**src/rtl/bnn_img_pkg.sv**
```systemverilog
// Shared types, defaults and sizing helpers for the BNN image front-end.
package bnn_img_pkg;

   localparam int unsigned IMG_WIDTH_DEF  = 30;
   localparam int unsigned IMG_HEIGHT_DEF = 30;
   localparam int unsigned BYTE_W_DEF     = 8;

   typedef enum logic {EMPTY, FULL} bank_state_e;
   typedef enum logic {W_FILL, W_STALL} wr_state_e;

   function automatic int unsigned total_bits(int unsigned width, int unsigned height);
      return width * height;
   endfunction

   function automatic int unsigned num_words(int unsigned bits, int unsigned word_w);
      return (bits + word_w - 1) / word_w;
   endfunction

endpackage

```
**src/rtl/image_bank.sv**
```systemverilog
// One frame of storage: NUM_WORDS x BYTE_W registers, single write port, full flat read.
module image_bank #(
   parameter int unsigned NUM_WORDS = 113,
   parameter int unsigned BYTE_W    = 8,
   parameter int unsigned CNT_W     = 7
) (
   input  logic                          clk,
   input  logic                          we,
   input  logic [CNT_W-1:0]              addr,
   input  logic [BYTE_W-1:0]             wdata,
   output logic [NUM_WORDS*BYTE_W-1:0]   rdata
);

   logic [NUM_WORDS-1:0][BYTE_W-1:0] mem_q;

   // Contents are intentionally not reset; validity is tracked by the owner.
   always_ff @(posedge clk) begin
      if (we) begin
         mem_q[addr] <= wdata;
      end
   end

   assign rdata = mem_q;

endmodule

```
**src/rtl/pingpong_image_buffer.sv**
```systemverilog
// Double-buffered frame store: one bank fills from the byte stream while the other is
// presented to the inference core until acknowledged.
module pingpong_image_buffer
   import bnn_img_pkg::*;
#(
   parameter int unsigned IMG_WIDTH  = IMG_WIDTH_DEF,
   parameter int unsigned IMG_HEIGHT = IMG_HEIGHT_DEF,
   parameter int unsigned BYTE_W     = BYTE_W_DEF,
   parameter bit          MSB_FIRST  = 1'b0,
   localparam int unsigned TOTAL_BITS = total_bits(IMG_WIDTH, IMG_HEIGHT),
   localparam int unsigned NUM_WORDS  = num_words(TOTAL_BITS, BYTE_W),
   localparam int unsigned CNT_W      = $clog2(NUM_WORDS + 1),
   localparam int unsigned IMG_W      = NUM_WORDS * BYTE_W
) (
   input  logic              clk,
   input  logic              rst_n,
   input  logic              clear_buffer,
   input  logic [BYTE_W-1:0] data_in,
   input  logic              wr_valid,
   output logic              wr_ready,
   output logic [CNT_W-1:0]  wr_count,
   output logic              frame_valid,
   input  logic              frame_ack,
   output logic [IMG_W-1:0]  img_out,
   output logic [1:0]        banks_full,
   output logic              overflow_err
);

   localparam logic [CNT_W-1:0] LAST_IDX   = CNT_W'(NUM_WORDS - 1);
   localparam logic [IMG_W-1:0] ONE_W      = IMG_W'(1);
   localparam logic [IMG_W-1:0] VALID_MASK = (ONE_W << TOTAL_BITS) - ONE_W;

   bank_state_e      bank_q [2];
   bank_state_e      bank_d [2];
   logic             wr_bank_q, wr_bank_d;
   logic             rd_bank_q, rd_bank_d;
   logic [CNT_W-1:0] wr_count_q, wr_count_d;
   logic             overflow_q, overflow_d;
   wr_state_e        wr_state;
   logic             accept, ack;
   logic [BYTE_W-1:0] wdata;
   logic [IMG_W-1:0] bank_rdata [2];

   always_ff @(posedge clk or negedge rst_n) begin
      if (!rst_n) begin
         bank_q[0]  <= EMPTY;
         bank_q[1]  <= EMPTY;
         wr_bank_q  <= 1'b0;
         rd_bank_q  <= 1'b0;
         wr_count_q <= '0;
         overflow_q <= 1'b0;
      end else begin
         bank_q     <= bank_d;
         wr_bank_q  <= wr_bank_d;
         rd_bank_q  <= rd_bank_d;
         wr_count_q <= wr_count_d;
         overflow_q <= overflow_d;
      end
   end

   always_comb begin
      bank_d     = bank_q;
      wr_bank_d  = wr_bank_q;
      rd_bank_d  = rd_bank_q;
      wr_count_d = wr_count_q;
      overflow_d = overflow_q;
      wr_state   = (bank_q[wr_bank_q] == FULL) ? W_STALL : W_FILL;
      wr_ready   = (wr_state == W_FILL);
      accept     = wr_valid && wr_ready && !clear_buffer;
      ack        = frame_ack && (bank_q[rd_bank_q] == FULL) && !clear_buffer;

      if (clear_buffer) begin
         bank_d[0]  = EMPTY;
         bank_d[1]  = EMPTY;
         wr_bank_d  = 1'b0;
         rd_bank_d  = 1'b0;
         wr_count_d = '0;
         overflow_d = 1'b0;
      end else begin
         if (wr_valid && !wr_ready) begin
            overflow_d = 1'b1;
         end
         if (accept) begin
            if (wr_count_q == LAST_IDX) begin
               bank_d[wr_bank_q] = FULL;
               wr_count_d        = '0;
               wr_bank_d         = ~wr_bank_q;
            end else begin
               wr_count_d = wr_count_q + CNT_W'(1);
            end
         end
         // Ack always targets rd_bank, which is never the bank a write is completing.
         if (ack) begin
            bank_d[rd_bank_q] = EMPTY;
            rd_bank_d         = ~rd_bank_q;
         end
      end
   end

   always_comb begin
      wdata = data_in;
      if (MSB_FIRST) begin
         for (int b = 0; b < int'(BYTE_W); b++) begin
            wdata[b] = data_in[BYTE_W-1-b];
         end
      end
   end

   for (genvar g = 0; g < 2; g++) begin : g_bank
      image_bank #(
         .NUM_WORDS (NUM_WORDS),
         .BYTE_W    (BYTE_W),
         .CNT_W     (CNT_W)
      ) u_bank (
         .clk   (clk),
         .we    (accept && (wr_bank_q == 1'(g))),
         .addr  (wr_count_q),
         .wdata (wdata),
         .rdata (bank_rdata[g])
      );
   end

   assign wr_count     = wr_count_q;
   assign banks_full   = {bank_q[1] == FULL, bank_q[0] == FULL};
   assign frame_valid  = (bank_q[rd_bank_q] == FULL);
   assign overflow_err = overflow_q;
   assign img_out      = (rd_bank_q ? bank_rdata[1] : bank_rdata[0]) & VALID_MASK;

endmodule

```
**config.mk**
```make
export PLATFORM = sky130hd
export DESIGN_NAME = pingpong_image_buffer
export DESIGN_NICKNAME = d
export VERILOG_FILES = /design/src/rtl/bnn_img_pkg.sv /design/src/rtl/image_bank.sv /design/src/rtl/pingpong_image_buffer.sv
export SDC_FILE = /design/constraint.sdc
export NUM_CORES = 2
export LEC_CHECK = 0
export BUFFER_PORTS_ARGS = -buffer_cell sky130_fd_sc_hd__clkbuf_2
export CORE_AREA = 2 2 359 361
export DETAILED_ROUTE_END_ITERATION = 8
export DIE_AREA = 0 0 361 363
export PLACE_DENSITY = 0.74
export SETUP_SLACK_MARGIN = 0.2
export SLEW_MARGIN = 10
export SYNTH_ARGS = -nofsm -noshare
export SYNTH_HDL_FRONTEND = slang
export SYNTH_HIERARCHICAL = 1
export SYNTH_SLANG_ARGS = --single-unit
```
**constraint.sdc**
```tcl
create_clock -name clk -period 6.5 [get_ports clk]
set_input_delay 0.975 -clock clk [delete_from_list [all_inputs] [get_ports clk]]
set_output_delay 0.975 -clock clk [all_outputs]
set_load 0.01 [all_outputs]
```
# Yosys cells after proc, flatten, opt, wreduce, memory -nomap -nowiden
# Cells that the tools add are included.
op_classes:
  addsub: 1
  order_cmp: 6
  eq_ne: 1
  mux: 31
  bitwise_logic: 8
  reduce_logical: 16
op_table:
  columns: ["op", "n"]
  rows:
  - ["904-bit bitwise mux", 2]
  - ["900-bit two-way mux", 1]
  - ["8-bit demux with 7-bit select", 1]
  - ["7-bit two-way mux", 3]
  - ["1-bit two-way mux", 16]
  - ["1-bit logical AND", 10]
  - ["2-bit two-way mux", 5]
  - ["7-bit by 8-bit less-than comparator with 1-bit output (second input constant)", 1]
  - ["8-bit two-way mux", 1]
  - ["2-bit nonzero test", 4]
  - ["7-bit by 1-bit adder with 7-bit output (second input constant)", 1]
  - ["7-bit == test (second input constant)", 1]
  - ["7-bit by 1-bit greater-or-equal comparator with 1-bit output (second input constant)", 1]
  - ["2-bit greater-or-equal comparator (second input constant)", 2]
  - ["2-bit by 1-bit less-than comparator with 1-bit output (second input constant)", 2]
  - ["1-bit inverter with 2-bit output", 2]
  - ["1-bit inverter", 3]
  - ["2-bit AND", 1]
  - ["1-bit demux with 1-bit select", 2]
  - ["2-bit inverter", 1]
  - ["2-bit OR", 1]
  - ["2-bit AND reduction", 1]
  - ["1-bit logical NOT", 1]
word_totals:
  ff_bits: 1820
  input_bits: 13
  out_inout_bits: 916
  elab_cells: 295

# Logic depth before layout (Yosys ltp)
depth:
  ltp_word: 13
  mapped_depth: 7
  ltp_nobuf: 6

# Modules after synthesis
# Netlist, hierarchy kept.
by_module_without_submodules:
  columns: ["module", "n_inst", "cells_each", "area_each_um2", "seq_area_each_um2"]
  rows:
  - ["image_bank (g_bank[0].u_bank)", 1, 1076, 28041.9, 27146.0]
  - ["image_bank (g_bank[1].u_bank)", 1, 1073, 27979.3, 27146.0]
  - ["pingpong_image_buffer", 1, 1077, 11325.9, 300.3]

# Worst setup path before layout
# No wires, ideal clock.
synth_path:
  path_type: "in2reg"
  startpoint: "in wr_valid"
  endpoint: "reg g_bank[0].u_bank.mem_q, in the netlist g_bank[0].u_bank/rdata[352], enable pin"
  setup_ps: 395
  arrival_time_ps: 2692
  required_time_ps: 6105
  path_slack_ps: 3414
  stages: 5
  path_buffers: 1
  cell_sequence: "nor2b_1 nor3b_1 buf_2 nand2_1 nor4_1"
synth_between:
  elab_chain_len: 3
synth_rtl:
  columns: ["element", "line_no", "source"]
  rows:
  - ["from (decl)", "pingpong_image_buffer.sv:19", "input logic wr_valid,"]
  - ["1-bit logical AND (2 in series)", "pingpong_image_buffer.sv:69", "accept = wr_valid && wr_ready && !clear_buffer;"]
  - ["1-bit logical AND", "pingpong_image_buffer.sv:116", ".we (accept && (wr_bank_q == 1'(g))),"]
  - ["to (signal, indexed assignment)", "image_bank.sv:19", "mem_q[addr] <= wdata;"]
  - ["to (decl)", "image_bank.sv:14", "logic [NUM_WORDS-1:0][BYTE_W-1:0] mem_q;"]
# Every way passes these cells.
# A chain may end at the register's enable or synchronous reset.

# Final worst setup path
layout_path:
  startpoint: "reg rd_bank_q"
  endpoint: "out img_out[386]"
layout_between:
  elab_chain_len: 1
layout_rtl:
  columns: ["element", "line_no", "source"]
  rows:
  - ["from (decl)", "pingpong_image_buffer.sv:36", "logic rd_bank_q, rd_bank_d;"]
  - ["from (signal assigned)", "pingpong_image_buffer.sv:55", "rd_bank_q <= rd_bank_d;"]
  - ["900-bit two-way mux", "pingpong_image_buffer.sv:127", "assign img_out = (rd_bank_q ? bank_rdata[1] : bank_rdata[0]) & VALID_MASK;"]
  - ["to (decl)", "pingpong_image_buffer.sv:24", "output logic [IMG_W-1:0] img_out,"]
# Every way passes these cells.

==> qor.csv <==
stage,metric,value,unit
status,status,"finished, final reports clean",
synth,syn_inst,3218,
route,wl_met1,67.0,mm
floorplan,io-pin-count,929,
run,drv_cap,0,
route,wl_met2,92.2,mm
sta,tns,0,ns
place,place.gp.congestion,0.821,
route,wl,184,mm
worst_setup_path,slowest_stage,dfrtp_4,
route,dr_wl_met3,18.2,mm
sta,max_freq,234,MHz
sta,finalCriticalPeriod,4.28,ns
pwr,sw_frac_of_total,19.9,%
synth,synth_area_per_cell,20.9,um2
pwr,power.internal,18.5,mW
floorplan,start_util,52.8,%
sta,slew_headroom,5.11,%
route,top_layer_used,met5,
final_layout,nNetsFinal,4246,
worst_setup_path,start_kind,flip-flop,
route,dr.pass1.iters,5,
pwr,switchingPower,4.57,mW
route,vias,34754,
worst_setup_path,arrival,3.30,ns
pwr,p_comb_share,1.3,%
clock_tree,clk_pin_slew_worst_paths,0.06,ns
floorplan,core,127000,um2
route,wl_per_cell,30.4,um
route,drtIter0Drc,3453,
worst_setup_path,cp-end-kind,primary output,
final_layout,area_delta_synth_final,18.4,%
worst_setup_path,reg2reg_to,g_bank[1].u_bank/rdata[369]$_DFFE_PP_,
final_layout,finalNonFillerCells,6035,
final_layout,layout_commonest_cell,edfxtp_1,
pwr,vdd_drop_max,0.355,mV
pwr,p_seq_share,55.8,%
clock_tree,post_cts_resized,0,
worst_setup_path,reg2regPathDepth,3,
sta,tightest_slew,1.42,ns
sta,rsz0062_at_grt,no,
place,place_inst,5718,
clock_tree,post_cts_buffers,0,
worst_setup_path,reg2reg_from,wr_count[2]$_DFFE_PN0P_,
pwr,power_density,290,nW/um2
floorplan,fp.dieArea,131000,um2
route,vias_per_cell,5.76,
pwr,clkPwrFrac,42.9,%
final_layout,fin_util,62.6,%
sta,period_share,65.8,%
worst_setup_path,r2r_setup_slack,2.67,ns
synth,synth_warnings,6,
global_route,grt_overflow_total,0,
floorplan,rows,131,
worst_setup_path,cp_slowest_stage_delay,1.04,ns
route,drc,0,
clock_tree,clk-insertion-delay-late,0.83,ns
place,io_buffers,924,
clock_tree,cts_tree,yes,
clock_tree,cts_root_buffer,clkbuf_16,
worst_setup_path,crit_type,reg -> out,
sta,slew_viol_final,0,
synth,syn_area,67100,um2
clock_tree,cts_made_buffers,173,
global_route,grt_usage,27.5,%
clock_tree,cts_sinks,1812,
floorplan,die-width,361,um
global_route,grt_pass1_wl,254,mm
sta,final-setup-viol-count,0,
final_layout,final_cell_mix,"edfxtp_1, clkbuf_2, mux2_2, nor2_1, clkbuf_16",
clock_tree,h-tree-depth,4,
global_route,antenna_found_initial,3,
worst_setup_path,critical_path.max_fanout,151,
clock_tree,ctsHoldBuffers,0,
place,dp_hpwl,117,mm
worst_setup_path,crit_required,5.52,ns
floorplan,die_y,363,um
pwr,power,23.0,mW
sta,skew,0.0394,ns
pwr,leakage,26.8,nW
route,antenna_left,0,
sta,hold_violations,0,
final_layout,drive_above_1_share,49.8,%
min_path,hold_class,in -> async,
global_route,grt_pass1_vias,34257,
clock_tree,clockBufferDepth,3,
global_route,grt_max_degree,152,
worst_setup_path,path_cells,"buf_12, mux2_2, clkbuf_2",
[how the worst max path moves through the flow]
| stage | end | depth (start not counted) | start |
|---|---|---|---|
| 3_3_place_gp | g_bank[0].u_bank/rdata[730]$_DFFE_PP_ | 6 | clear_buffer |
| 4_1_cts | img_out[29] | 3 | rd_bank_q$_DFFE_PN0P_ |
| 2_1_floorplan | g_bank[0].u_bank/rdata[352]$_DFFE_PP_ | 5 | wr_valid |
| 6_report | img_out[386] | 3 | rd_bank_q$_DFFE_PN0P_ |
| 3_5_place_dp | g_bank[0].u_bank/rdata[443]$_DFFE_PP_ | 6 | clear_buffer |
| 5_1_grt | img_out[799] | 3 | rd_bank_q$_DFFE_PN0P_ |
[final cells by class]
type,count,area (um2)
Antenna cell,2,5.00
Clock buffer,207,4510
Clock inverter,108,1100
Fill cell,8665,47500
Inverter,5,18.8
Multi-Input combinational cell,1246,12100
Sequential cell,1812,54400
Tap cell,1662,2080
Timing Repair Buffer,993,5330
[metrics by stage]
step / cell area (um2) / worst slack (ns) / hold WS, ns
final: 79500 / 2.22 / 0.0755
after global routing: 79500 / 2.11 / 0.0479
after CTS: 79500 / 2.19 / 0.0121
after detailed placement: 73900 / 1.88 / 0.501
after global placement: 73900 / 1.95 / 0.506
after floorplan: 67100 / 3.41 / 0.526
[registers in the layout (all words and copies together), names as in the netlist]
register and count:
g_bank.u_bank/rdata 1800, wr_count 7, banks_full 2, overflow_err 1, rd_bank_q 1, wr_bank_q 1
[critical path: cells and delay by family, from the launching register on]
| family | cells | cell delay [ns] |
|---|---|---|
| flops | 1 | 1.04 |
| buf+inv | 2 | 0.73 |
| mux | 1 | 0.45 |
[power groups by stage]
stage                     Combinational (mW)  Clock (mW)  Sequential (mW)
after floorplan                       0.0294           0             13.1
after global placement                 0.287           0             13.1
after detailed placement               0.292           0             13.1
after CTS                              0.293        10.0             12.9
after global routing                   0.304        10.4             12.9
final                                  0.289        9.89             12.9
[metal layers]
metal  global-route usage [%]  vias to the layer above
met2                     46.3                     1712
met3                     8.75                      265
met4                     9.94                        2
met1                     33.5                    18079
met5                        0                        -
li1                         -                    14696
(Power assumes the default switching activity.)
